`config.mk`:
```
export PLATFORM = sky130hd
export DESIGN_NAME = row_matrix_streamer
export DESIGN_NICKNAME = d
export VERILOG_FILES = /design/src/rtl/row_matrix_streamer.sv
export SDC_FILE = /design/constraint.sdc
export NUM_CORES = 1
export LEC_CHECK = 0
export CAP_MARGIN = 20
export CORE_ASPECT_RATIO = 0.9
export CORE_UTILIZATION = 45
export DETAILED_ROUTE_END_ITERATION = 12
export PLACE_DENSITY = 0.62
export SLEW_MARGIN = 25
export SYNTH_ARGS = -nofsm -noshare
export SYNTH_HDL_FRONTEND = slang
export SYNTH_SLANG_ARGS = --single-unit
```
`constraint.sdc`:
```
create_clock -name clk -period 35.7 [get_ports clk]
set_input_delay 5.355 -clock clk [delete_from_list [all_inputs] [get_ports clk]]
set_output_delay 5.355 -clock clk [all_outputs]
set_load 0.1 [all_outputs]
```
`src/rtl/row_matrix_streamer.sv`:
```
// row_matrix_streamer
//   Row-addressed matrix store with a burst read engine. Rows are written one
//   per cycle; a single command streams a run of consecutive rows (ascending or
//   descending, wrapping modulo NUM_ROWS) under valid/ready backpressure at
//   full throughput despite the row memory's read latency.
//
// Ports
//   clk, rst           rising-edge clock, asynchronous active-low reset
//   write_row_addr/
//   write_data/
//   write_ready        row write strobe (always accepted, even mid-burst)
//   start/first_row/
//   num_rows/reverse   burst command, accepted when start && cmd_ready
//   abort              flushes the active burst, engine idle next cycle
//   cmd_ready          engine idle
//   row_valid/out_ready stream handshake
//   row_out/row_index/
//   row_last           streamed row, its memory row and end-of-burst flag
//                      (all zero while row_valid=0)
module row_matrix_streamer #(
  parameter int NUM_ROWS       = 3,
  parameter int NUM_COLS       = 5,
  parameter int SCALAR_BITS    = 32,
  parameter int MEMORY_LATENCY = 2,
  localparam int ROW_ADDR_WIDTH = (NUM_ROWS > 1) ? $clog2(NUM_ROWS) : 1,
  localparam int ROW_SIZE       = NUM_COLS * SCALAR_BITS
) (
  input  logic                      clk,
  input  logic                      rst,
  input  logic [ROW_ADDR_WIDTH-1:0] write_row_addr,
  input  logic [ROW_SIZE-1:0]       write_data,
  input  logic                      write_ready,
  input  logic                      start,
  input  logic [ROW_ADDR_WIDTH-1:0] first_row,
  input  logic [ROW_ADDR_WIDTH:0]   num_rows,
  input  logic                      reverse,
  input  logic                      abort,
  output logic                      cmd_ready,
  output logic                      row_valid,
  input  logic                      out_ready,
  output logic [ROW_SIZE-1:0]       row_out,
  output logic [ROW_ADDR_WIDTH-1:0] row_index,
  output logic                      row_last
);

  localparam int FIFO_DEPTH = MEMORY_LATENCY + 1;
  localparam int PTR_W      = $clog2(FIFO_DEPTH);
  localparam int CNT_W      = $clog2(2 * FIFO_DEPTH + 1);

  localparam logic [ROW_ADDR_WIDTH-1:0] LAST_ROW = ROW_ADDR_WIDTH'(NUM_ROWS - 1);
  localparam logic [PTR_W-1:0]          LAST_PTR = PTR_W'(FIFO_DEPTH - 1);
  localparam logic [ROW_ADDR_WIDTH:0]   ONE_ROW  = 1;

  typedef enum logic [1:0] {
    S_IDLE,
    S_ISSUE,
    S_DRAIN
  } state_e;

  state_e                    state_q, state_d;
  logic [ROW_ADDR_WIDTH-1:0] addr_q, addr_d;
  logic [ROW_ADDR_WIDTH:0]   remain_q, remain_d;
  logic                      rev_q, rev_d;

  logic [ROW_SIZE-1:0] mem [NUM_ROWS];

  // In-flight read slots; stage MEMORY_LATENCY-1 holds data returned by memory.
  logic [MEMORY_LATENCY-1:0] pv_q;
  logic [MEMORY_LATENCY-1:0] plast_q;
  logic [ROW_ADDR_WIDTH-1:0] pidx_q  [MEMORY_LATENCY];
  logic [ROW_SIZE-1:0]       pdata_q [MEMORY_LATENCY];

  // Show-ahead output FIFO.
  logic [ROW_SIZE-1:0]       fdata_q [FIFO_DEPTH];
  logic [ROW_ADDR_WIDTH-1:0] fidx_q  [FIFO_DEPTH];
  logic [FIFO_DEPTH-1:0]     flast_q;
  logic [PTR_W-1:0]          wptr_q, rptr_q;
  logic [CNT_W-1:0]          fcnt_q;

  logic                      issue, issue_last, push, pop, credit;
  logic [CNT_W-1:0]          inflight;
  logic [ROW_ADDR_WIDTH-1:0] next_addr;

  function automatic logic [PTR_W-1:0] ptr_inc(input logic [PTR_W-1:0] p);
    return (p == LAST_PTR) ? '0 : p + 1'b1;
  endfunction

  assign row_valid = (fcnt_q != '0);
  assign row_out   = row_valid ? fdata_q[rptr_q] : '0;
  assign row_index = row_valid ? fidx_q[rptr_q] : '0;
  assign row_last  = row_valid && flast_q[rptr_q];
  assign cmd_ready = (state_q == S_IDLE);

  assign pop        = row_valid && out_ready;
  assign push       = pv_q[MEMORY_LATENCY-1] && !abort;
  assign issue_last = (remain_q == ONE_ROW);

  always_comb begin
    inflight = '0;
    for (int unsigned i = 0; i < MEMORY_LATENCY; i++) begin
      inflight = inflight + CNT_W'(pv_q[i]);
    end
  end

  // Every in-flight slot is guaranteed a FIFO entry; a pop this cycle frees one.
  assign credit = (inflight + fcnt_q - CNT_W'(pop)) < CNT_W'(FIFO_DEPTH);

  always_comb begin
    next_addr = '0;
    if (rev_q) begin
      next_addr = (addr_q == '0) ? LAST_ROW : addr_q - 1'b1;
    end else begin
      next_addr = (addr_q == LAST_ROW) ? '0 : addr_q + 1'b1;
    end
  end

  always_comb begin
    state_d  = state_q;
    addr_d   = addr_q;
    remain_d = remain_q;
    rev_d    = rev_q;
    issue    = 1'b0;
    if (abort) begin
      state_d  = S_IDLE;
      remain_d = '0;
    end else begin
      unique case (state_q)
        S_IDLE: begin
          if (start && (num_rows != '0)) begin
            addr_d   = first_row;
            remain_d = num_rows;
            rev_d    = reverse;
            state_d  = S_ISSUE;
          end
        end
        S_ISSUE: begin
          if (credit) begin
            issue    = 1'b1;
            addr_d   = next_addr;
            remain_d = remain_q - 1'b1;
            if (issue_last) begin
              state_d = S_DRAIN;
            end
          end
        end
        S_DRAIN: begin
          if (pop && row_last) begin
            state_d = S_IDLE;
          end
        end
        default: state_d = S_IDLE;
      endcase
    end
  end

  always_ff @(posedge clk or negedge rst) begin
    if (!rst) begin
      state_q  <= S_IDLE;
      addr_q   <= '0;
      remain_q <= '0;
      rev_q    <= 1'b0;
    end else begin
      state_q  <= state_d;
      addr_q   <= addr_d;
      remain_q <= remain_d;
      rev_q    <= rev_d;
    end
  end

  // Write and read share an edge, so a same-cycle write is not seen by the read.
  always_ff @(posedge clk) begin
    if (write_ready && (write_row_addr <= LAST_ROW)) begin
      mem[write_row_addr] <= write_data;
    end
  end

  always_ff @(posedge clk) begin
    if (issue) begin
      pdata_q[0] <= mem[addr_q];
    end
    for (int unsigned i = 1; i < MEMORY_LATENCY; i++) begin
      pdata_q[i] <= pdata_q[i-1];
    end
    if (push) begin
      fdata_q[wptr_q] <= pdata_q[MEMORY_LATENCY-1];
    end
  end

  always_ff @(posedge clk or negedge rst) begin
    if (!rst) begin
      pv_q    <= '0;
      plast_q <= '0;
      for (int unsigned i = 0; i < MEMORY_LATENCY; i++) begin
        pidx_q[i] <= '0;
      end
    end else begin
      pv_q[0]    <= issue && !abort;
      plast_q[0] <= issue_last;
      pidx_q[0]  <= addr_q;
      for (int unsigned i = 1; i < MEMORY_LATENCY; i++) begin
        pv_q[i]    <= pv_q[i-1] && !abort;
        plast_q[i] <= plast_q[i-1];
        pidx_q[i]  <= pidx_q[i-1];
      end
    end
  end

  always_ff @(posedge clk or negedge rst) begin
    if (!rst) begin
      wptr_q  <= '0;
      rptr_q  <= '0;
      fcnt_q  <= '0;
      flast_q <= '0;
      for (int unsigned i = 0; i < FIFO_DEPTH; i++) begin
        fidx_q[i] <= '0;
      end
    end else if (abort) begin
      wptr_q <= '0;
      rptr_q <= '0;
      fcnt_q <= '0;
    end else begin
      if (push) begin
        fidx_q[wptr_q]  <= pidx_q[MEMORY_LATENCY-1];
        flast_q[wptr_q] <= plast_q[MEMORY_LATENCY-1];
        wptr_q          <= ptr_inc(wptr_q);
      end
      if (pop) begin
        rptr_q <= ptr_inc(rptr_q);
      end
      fcnt_q <= fcnt_q + CNT_W'(push) - CNT_W'(pop);
    end
  end

endmodule
```
**Word level (Yosys, flattened, before mapping)**

Memory sizes are Yosys's and may differ from the RTL's.
Index checks and enable logic that the tools add are counted.

- Logic and storage cells: 120
- Bits of input ports: 174
- Register bits: 32
- Memories: 3
- RAM bits: 1,280

- Add/sub/neg operators: 10
- Reduce and logical (&&, ||, !) cells: 24
- Equality and inequality tests: 12
- Bitwise logic cells: 3
- Muxes and demuxes: 45
- Magnitude comparators: 8

Memories:

| memory | words | width | read ports | clocked after memory_dff | write ports | line | source |
|---|---|---|---|---|---|---|---|
| fdata_q | 3 | 160 | 1 | 0 | 1 | 74 | `logic [ROW_SIZE-1:0] fdata_q [FIFO_DEPTH];` |
| mem | 3 | 160 | 1 | 0 | 1 | 65 | `logic [ROW_SIZE-1:0] mem [NUM_ROWS];` |
| pdata_q | 2 | 160 | 2 | 0 | 2 | 71 | `logic [ROW_SIZE-1:0] pdata_q [MEMORY_LATENCY];` |

Operators by type and width:

| cell | count |
|---|---|
| $mux 160 | 1 |
| $mux 2 | 20 |
| $mux 3 | 4 |
| $mux 1 | 11 |
| $logic_and 1x1->1 | 10 |
| $ne 3x3->1 const B | 3 |
| $reduce_bool 3->1 | 3 |
| $eq 2x2->1 const B | 4 |
| $reduce_and 4->1 | 2 |
| $add 2x1->2 const B | 3 |
| $bwmux 6 | 1 |
| $ge 3x3->1 const B | 2 |
| $lt 2x3->1 const B | 2 |
| $not 2->3 | 2 |
| $pmux 2 s3 | 1 |
| $pmux 3 s2 | 1 |
| $reduce_and 3->1 | 2 |
| $reduce_bool 2->1 | 3 |
| $sub 3x1->3 | 2 |
| $bmux 2 s2 | 1 |
| $demux 2 s2 | 1 |
| $logic_not 2->1 | 2 |
| $pmux 2 s2 | 1 |
| $add 2x3->3 | 1 |
| 19 further kinds | 19 |

**Logic depth before layout (Yosys ltp)**

Gate-level depths: netlist (run 1).

- Depth in word-level cells: 9
- Depth in mapped cells: 12
- Gate-level depth less buffers: 11

**Worst setup path after synthesis (run 1)**

Ideal clock, no wire load.

- Path kind: input to register
- Start: input port out_ready
- End: register pv_q[0]
- Path slack: 16,561 ps
- Arrival: 17,906 ps
- Cell stages on the path: 8
- Cells stage by stage: nand2_1 inv_1 ha_1 fa_1 fa_1 xor3_1 o21bai_1 nor3_1

- Longest elaborated chain between the ends: 7

Ends and longest elaborated chain:

| element | line | source |
|---|---|---|
| start: declaration | 40 | `input logic out_ready,` |
| $logic_and 1x1->1 | 94 | `assign pop = row_valid && out_ready;` |
| $sub 3x1->3 | 106 | `assign credit = (inflight + fcnt_q - CNT_W'(pop)) < CNT_W'(FIFO_DEPTH);` |
| $lt 3x2->1 | 106 |  |
| $mux 1 | 137 | `if (credit) begin` |
| $mux 1 | 127 | `unique case (state_q)` |
| $mux 1 | 123 | `if (abort) begin` |
| via issue | 80 | `logic issue, issue_last, push, pop, credit;` |
| $logic_and 1x1->1 | 197 | `pv_q[0] <= issue && !abort;` |
| end signal: assignment | 197 |  |
| end signal: indexed assignment | 201 | `pv_q[i] <= pv_q[i-1] && !abort;` |
| end: declaration | 68 | `logic [MEMORY_LATENCY-1:0] pv_q;` |

The timed path passes the listed nets, and every way through them passes these cells.
A chain may end at the register's enable or synchronous reset.

**Worst setup path after layout (run 1)**

- Start: register rptr_q[0]
- End: output port row_out[70]

- Longest elaborated chain between the ends: 2

Ends and longest elaborated chain:

| element | line | source |
|---|---|---|
| start: declaration | 77 | `logic [PTR_W-1:0] wptr_q, rptr_q;` |
| start signal: assignment | 228 | `rptr_q <= ptr_inc(rptr_q);` |
| $mem_v2 3x160 | -- |  |
| $mux 160 | 89 | `assign row_out = row_valid ? fdata_q[rptr_q] : '0;` |
| end: declaration | 41 | `output logic [ROW_SIZE-1:0] row_out,` |

No other way between the ends.

==> results of run 1 <==
flip-flops by register name (all words and copies together), names as in the netlist:
register,cells
addr_q,2
fcnt_q,3
fdata_q,480
fidx_q,6
flast_q,3
mem,480
pdata_q,320
pidx_q,4
plast_q,2
pv_q,2
remain_q,3
rev_q,1
rptr_q,2
state_q,2
wptr_q,2
kinds of logic (layout without fill, tap and decap cells):
family          count (synthesis)  in the layout  share of synthesized area
flops                        1312           1312                      0.824
compound gates                345            345                     0.0388
buf+inv                       147            630                     0.0137
other cells                     0              7                          0
simple gates                  527            527                     0.0449
xor+xnor                        3              3                   0.000904
fa+ha+maj                      11             11                    0.00351
mux                           337            337                     0.0743
through the flow:
| stage | hold WS [ps] | power, W | utilization | setup slack, ps | std cells |
|---|---|---|---|---|---|
| after floorplan | 323 | 0.00305 | - | 16560 | 2682 |
| after global placement | 324 | 0.00342 | 0.504 | 25760 | 4265 |
| after detailed placement | 327 | 0.00344 | 0.504 | 25840 | 4267 |
| after CTS | 328 | 0.00479 | 0.547 | 25740 | 4509 |
| after global routing | 323 | 0.00492 | 0.547 | 25500 | 4516 |
| final | 326 | 0.00474 | 0.547 | 25800 | 4516 |
area by class of cell:
| type | instances | area (µm²) |
|---|---|---|
| Timing Repair Buffer | 370 | 3730 |
| Inverter | 18 | 67.6 |
| Tap cell | 1344 | 1680 |
| Clock buffer | 184 | 3690 |
| Clock inverter | 58 | 563 |
| Fill cell | 7820 | 45500 |
| Antenna cell | 7 | 17.5 |
| Sequential cell | 1312 | 37700 |
| Multi-Input combinational cell | 1223 | 7460 |
power by group through the flow:
stage               Combinational [W]  Clock [W]  Sequential, W
global route                  0.00155    0.00144        0.00193
floorplan                     0.00114          0        0.00191
detailed placement            0.00149          0        0.00195
global placement              0.00148          0        0.00194
CTS                           0.00149    0.00138        0.00192
finish                        0.00148    0.00134        0.00192
path summary, 6_finish.rpt:
kind / cells past startpoint / from / end
setup / recovery: 6 / rptr_q[0] / row_out[70]
hold / removal: 0 / pdata_q[0][115] / pdata_q[0][275]
setup reg to reg: 13 / fcnt_q[1] / pdata_q[0][118]
hold reg to reg: 0 / pdata_q[0][115] / pdata_q[0][275]
max in group asynchronous: 2 / rst / rptr_q[0]
min in group asynchronous: 2 / rst / rev_q
layer usage:
| layer | vias up | GRT usage | routed length (µm) |
|---|---|---|---|
| li1 | 10700 | - | - |
| met1 | 11300 | 0.222 | 37800 |
| met2 | 518 | 0.304 | 46200 |
| met3 | 160 | 0.0465 | 5100 |
| met4 | 20 | 0.0696 | 2560 |
| met5 | - | 0 | 132 |
cell usage after synthesis, types with 3 or more instances:
cell and instances:
mux2_2 9, ha_1 8, o21ai_0 166, edfxtp_1 1120
nand3_1 3, nor2_1 333, mux2i_1 326, inv_1 18
buf_2 58, nor2b_1 4, a21oi_1 169, or3_1 3
buf_1 8, nor3_1 4, clkbuf_1 63, fa_1 3
dfxtp_1 160, nand2_1 170, dfrtp_1 32
cell usage in the layout (no fill, tap or decap), types with 14 or more instances in the layout:
cell type,n
a21oi_1,169
buf_4,22
clkbuf_1,37
clkbuf_16,136
clkdlybuf4s50_1,338
clkinv_1,14
clkinv_2,20
dfrtp_1,28
dfxtp_1,160
edfxtp_1,1120
inv_1,18
mux2i_1,326
nand2_1,170
nor2_1,332
o21ai_0,166
==> impl_metrics.csv, run 1 <==
group,metric,value,unit
run_status,outcome,"finished clean",
clock_network,cts_hold_buf,0,
timing,min_period_over_period,0.277,
detailed_routing,drc_errors,0,
setup_path,crit_family,"buffers and inverters",
timing,setup_viol,0,
setup_path,path_cells,"buf_12 -> mux2i_1 -> nor2_1 -> a21oi_1 -> nor2_1 -> clkdlybuf4s50_1",
clock_network,clock_sinks,1312,
setup_path,slowest_delay,1200,ps
yosys,synth_warnings,0,
yosys,synthTopCellsByArea,"edfxtp_1 (74%), mux2i_1 (7.1%), dfxtp_1 (7.0%), nor2_1 (2.7%), a21oi_1 (1.9%)",
clock_network,htreeDepth,4,
yosys,synth_edf_count,1120,
floorplanning,fp.dieW,338,µm
placed_design,placed_area,50600,µm²
detailed_routing,wirelength,91.8,mm
cells_and_area,drive_gt1_frac,0.0784,
timing,final_hold_viol_count,0,
detailed_routing,viasPerCell,5.03,
clock_network,clkTransAtPathRegs,60,ps
yosys,yosys.area.top_type_share,0.736,
global_routing,antenna_found_initial,17,
yosys,yosys.area.top_type,"edfxtp_1",
floorplanning,core_region_area,100000,µm²
timing,rsz0062_at_grt,"false",
power_and_ir_drop,seqPwrFrac,0.405,
detailed_routing,postRouteAntennaNets,0,
setup_path,crit_buf_inv,2,
power_and_ir_drop,p_int,0.00298,W
setup_path,path_common_cell,"nor2_1",
detailed_routing,avgRoutedWirePerCell,20.3,µm
power_and_ir_drop,comb_power_share,0.312,
yosys,synthesis.nets,2867,
setup_path,start_kind,"register",
cells_and_area,layout.nets,3242,
clock_network,clock-root-buffer,"clkbuf_16",
timing,worstMarginPinSlew,1110,ps
yosys,seq_area_frac_synth,0.824,
yosys,synth_ff_type,"edfxtp_1",
power_and_ir_drop,power_density,86.3,nW/µm²
placed_design,place_congestion,0.786,
floorplanning,die_area,103000,µm²
global_routing,grt_max_degree,196,
clock_network,cts_setup_buffers,0,
timing,period_needed,9900,ps
clock_network,cts_buffer_depth,3,
floorplanning,num_io_pins,339,
power_and_ir_drop,peakVddDrop,63.8,µV
global_routing,grt_pass1_wl,139,mm
timing,finClkSkew,20.5,ps
setup_path,end_kind,"output pin",
clock_network,insertion_delay,720,ps
detailed_routing,dr.pass1.iters,5,
flow_run,cap_violations,0,
placed_design,hpwl,51.8,mm
yosys,syn_inst,2682,
global_routing,grt.overflow.total,0,
floorplanning,num_rows,110,
timing,fin_tns_setup,0,ps
floorplanning,die_y,304,µm
setup_path,r2r_slack,30460,ps
power_and_ir_drop,leakage,18.7,nW
power_and_ir_drop,power_switching,0.00176,W
global_routing,grt_util_all_layers,0.180,
clock_network,ctsResizeCount,0,
detailed_routing,drtIter0Drc,1490,
yosys,ys_ff_latch,1312,
setup_path,crit_type,"register to output pin",
clock_network,cts_tree,"yes",
yosys,syn_area,45700,µm²
detailed_routing,num_vias,22700,
placed_design,port_buffers,338,
yosys,syn_area_per_cell,17.0,µm²
yosys,async_reset_ff_frac,0.0244,
setup_path,arrival,4550,ps
setup_path,slowest_stage,"clkdlybuf4s50_1",
clock_network,cts_buffers,132,
yosys,ys_types,39,
timing,maxSlewViolCount,0,
global_routing,grt_pass1_vias,23500,
setup_path,crit_fanout,121,
cells_and_area,final_area,54900,µm²
power_and_ir_drop,power.share.switching,0.371,
setup_path,worstPathRequired,30340,ps
power_and_ir_drop,pwr-share-clk,0.284,
floorplanning,initial_core_util,0.455,
timing,max_slew_margin,0.259,
hold_path,hp-class,"register to register",
cells_and_area,syn_to_final_growth,20.1,%
timing,max_freq,101,MHz
No activity file was read; power rests on OpenSTA's default activity.
==> run 2, diff against run 1 <==
Clock period 35.7 ns to 9.25 ns, I/O delays scaled along.
==> run 2 against run 1 <==
  * Sequential share of layout area decreased by 0.17 points
  * Critical endpoint is now row_out[132]
  * Highest routed layer unchanged
  * Critical path depth unchanged
  * Wire length shrank 2.2%
  * Largest power group unchanged
  * Critical path type unchanged
  * Sequential power rose to 3.8 times the previous value
==> impl_metrics.csv, run 2 (same netlist as run 1, synthesis figures left out) <==
group,metric,value,unit
setup_path,end_kind,"output pin",
cells_and_area,final_common_cell,"edfxtp_1",
setup_path,worstPathRequired,7860,ps
global_routing,grt_pass1_wl,137,mm
detailed_routing,wirelength,89.8,mm
cells_and_area,reg_top3,"fdata_q (480), mem (480), pdata_q (320)",
power_and_ir_drop,seqPwrFrac,0.403,
power_and_ir_drop,peakVddDrop,338,µV
clock_network,cts_hold_buf,0,
detailed_routing,postRouteAntennaNets,0,
detailed_routing,dr.pass1.iters,5,
timing,worstMarginPinSlew,1030,ps
detailed_routing,drc_errors,0,
setup_path,slowest_delay,1210,ps
power_and_ir_drop,p_int,0.0116,W
timing,finClkSkew,26.0,ps
global_routing,antenna_found_initial,16,
timing,rsz0062_at_grt,"false",
timing,setup_viol,0,
setup_path,start_kind,"register",
power_and_ir_drop,power_density,333,nW/µm²
global_routing,grt_pass1_vias,23500,
setup_path,crit_type,"register to output pin",
global_routing,grt_max_degree,197,
placed_design,place_congestion,0.755,
clock_network,insertion_delay,720,ps
cells_and_area,syn_to_final_growth,20.4,%
timing,maxSlewViolCount,0,
timing,fin_tns_setup,0,ps
timing,min_period_over_period,0.625,
clock_network,htreeDepth,4,
placed_design,place_ws,3920,ps
global_routing,grt.overflow.total,0,
power_and_ir_drop,power_switching,0.00668,W
floorplanning,initial_core_util,0.455,
run_status,outcome,"finished clean",
floorplanning,num_io_pins,339,
detailed_routing,drtIter0Drc,1394,
setup_path,path_cells,"buf_4 -> mux2i_1 -> nor2_1 -> a21oi_1 -> nor2_1 -> clkdlybuf4s50_1",
clock_network,cts_buffer_depth,3,
cells_and_area,stdcell_count,4525,
cells_and_area,fin_util,0.548,
floorplanning,core_region_area,100000,µm²
power_and_ir_drop,comb_power_share,0.310,
clock_network,clock_sinks,1312,
setup_path,crit_family,"buffers and inverters",
hold_path,hp-class,"register to register",
floorplanning,die_y,304,µm
setup_path,crit_fanout,46,
clock_network,cts_setup_buffers,0,
setup_path,arrival,4390,ps
power_and_ir_drop,power.share.switching,0.365,
setup_path,path_common_cell,"nor2_1",
clock_network,cts_tree,"yes",
placed_design,port_buffers,338,
power_and_ir_drop,fin_total_pwr,0.0183,W
cells_and_area,drive_gt1_frac,0.0791,
timing,final_hold_viol_count,0,
cells_and_area,layout.nets,3248,
setup_path,slowest_stage,"clkdlybuf4s50_1",
clock_network,cts_buffers,134,
placed_design,hpwl,52.4,mm
timing,max_slew_margin,0.312,
detailed_routing,avgRoutedWirePerCell,19.8,µm
timing,period_needed,5780,ps
clock_network,clkTransAtPathRegs,60,ps
global_routing,grt_util_all_layers,0.177,
floorplanning,num_rows,110,
clock_network,clock-root-buffer,"clkbuf_16",
placed_design,placed_cells,4269,
timing,max_freq,173,MHz
flow_run,cap_violations,0,
power_and_ir_drop,leakage,18.7,nW
detailed_routing,viasPerCell,5.00,
floorplanning,die_area,103000,µm²
floorplanning,fp.dieW,338,µm
cells_and_area,layout_common_cells,"edfxtp_1 (1,120), clkdlybuf4s50_1 (338), nor2_1 (332), mux2i_1 (326), nand2_1 (170)",
setup_path,crit_buf_inv,2,
clock_network,ctsResizeCount,0,
detailed_routing,num_vias,22600,
power_and_ir_drop,pwr-share-clk,0.286,
timing,setup_ws,3470,ps
cells_and_area,nFillCells,7785,
[run 2: cell types whose count changed in the layout (fill, tap and decap cells not counted), moves of 2 or more]
cell       delta
clkbuf_1     +13
buf_4         +7
clkinv_1      -7
clkinv_2      -5
clkbuf_8      +4
buf_6         -3
clkbuf_16     +3
inv_6         -3
clkinv_8      +2
[run 2: power by group through the flow]
stage	clock [W]	sequential [W]	combinational, W
after floorplan	0	0.00734	0.00441
after global placement	0	0.00747	0.00567
after detailed placement	0	0.00751	0.00573
after CTS	0.00537	0.00738	0.00574
after global routing	0.00559	0.00743	0.00598
final	0.00524	0.00738	0.00567
[run 2: cell type report]
cell class	instances	area [µm²]	share of cell area
clock buffer	204	3870	0.0704
inverter	18	67.6	0.00123
timing repair buffer	374	3750	0.0681
clock inverter	43	490	0.00892
multi-input combinational	1223	7480	0.136
sequential	1312	37700	0.685
antenna	7	17.5	0.000318
tap	1344	1680	0.0306
[run 2: per-layer routing]
metal	part of all wire	vias to the layer above	global-route usage
li1	-	10700	-
met1	0.41	11200	0.216
met2	0.51	473	0.309
met3	0.048	159	0.0353
met4	0.025	20	0.0648
met5	0.0014	-	0
[run 2: path summary, 6_finish.rpt]
check                      depth (start not counted)  slack, ps            from               to
max                                                6       3470       rptr_q[0]     row_out[132]
min                                                0        320  pdata_q[0][45]  pdata_q[0][205]
max reg2reg                                       11       4910       fcnt_q[1]  pdata_q[0][116]
min reg2reg                                        0        320  pdata_q[0][45]  pdata_q[0][205]
max in group asynchronous                          2       7830             rst        rptr_q[1]
min in group asynchronous                          2       1070             rst      remain_q[0]
[run 2: worst reg2reg max path: stages, from the launching register on]
cell and delay, ps:
dfrtp_1 450, nor3_2 260, inv_1 150, nand2_1 150
inv_1 80, ha_1 290, fa_1 400, fa_1 410
xor3_1 230, o21bai_1 260, nor3_4 490, buf_4 700
[run 2: through the flow]
| stage | hold WS [ps] | cell area, µm² |
|---|---|---|
| after global routing | 331 | 55000 |
| after detailed placement | 327 | 50600 |
| after floorplan | 323 | 45700 |
| final | 322 | 55000 |
| after global placement | 324 | 50500 |
| after CTS | 320 | 54900 |
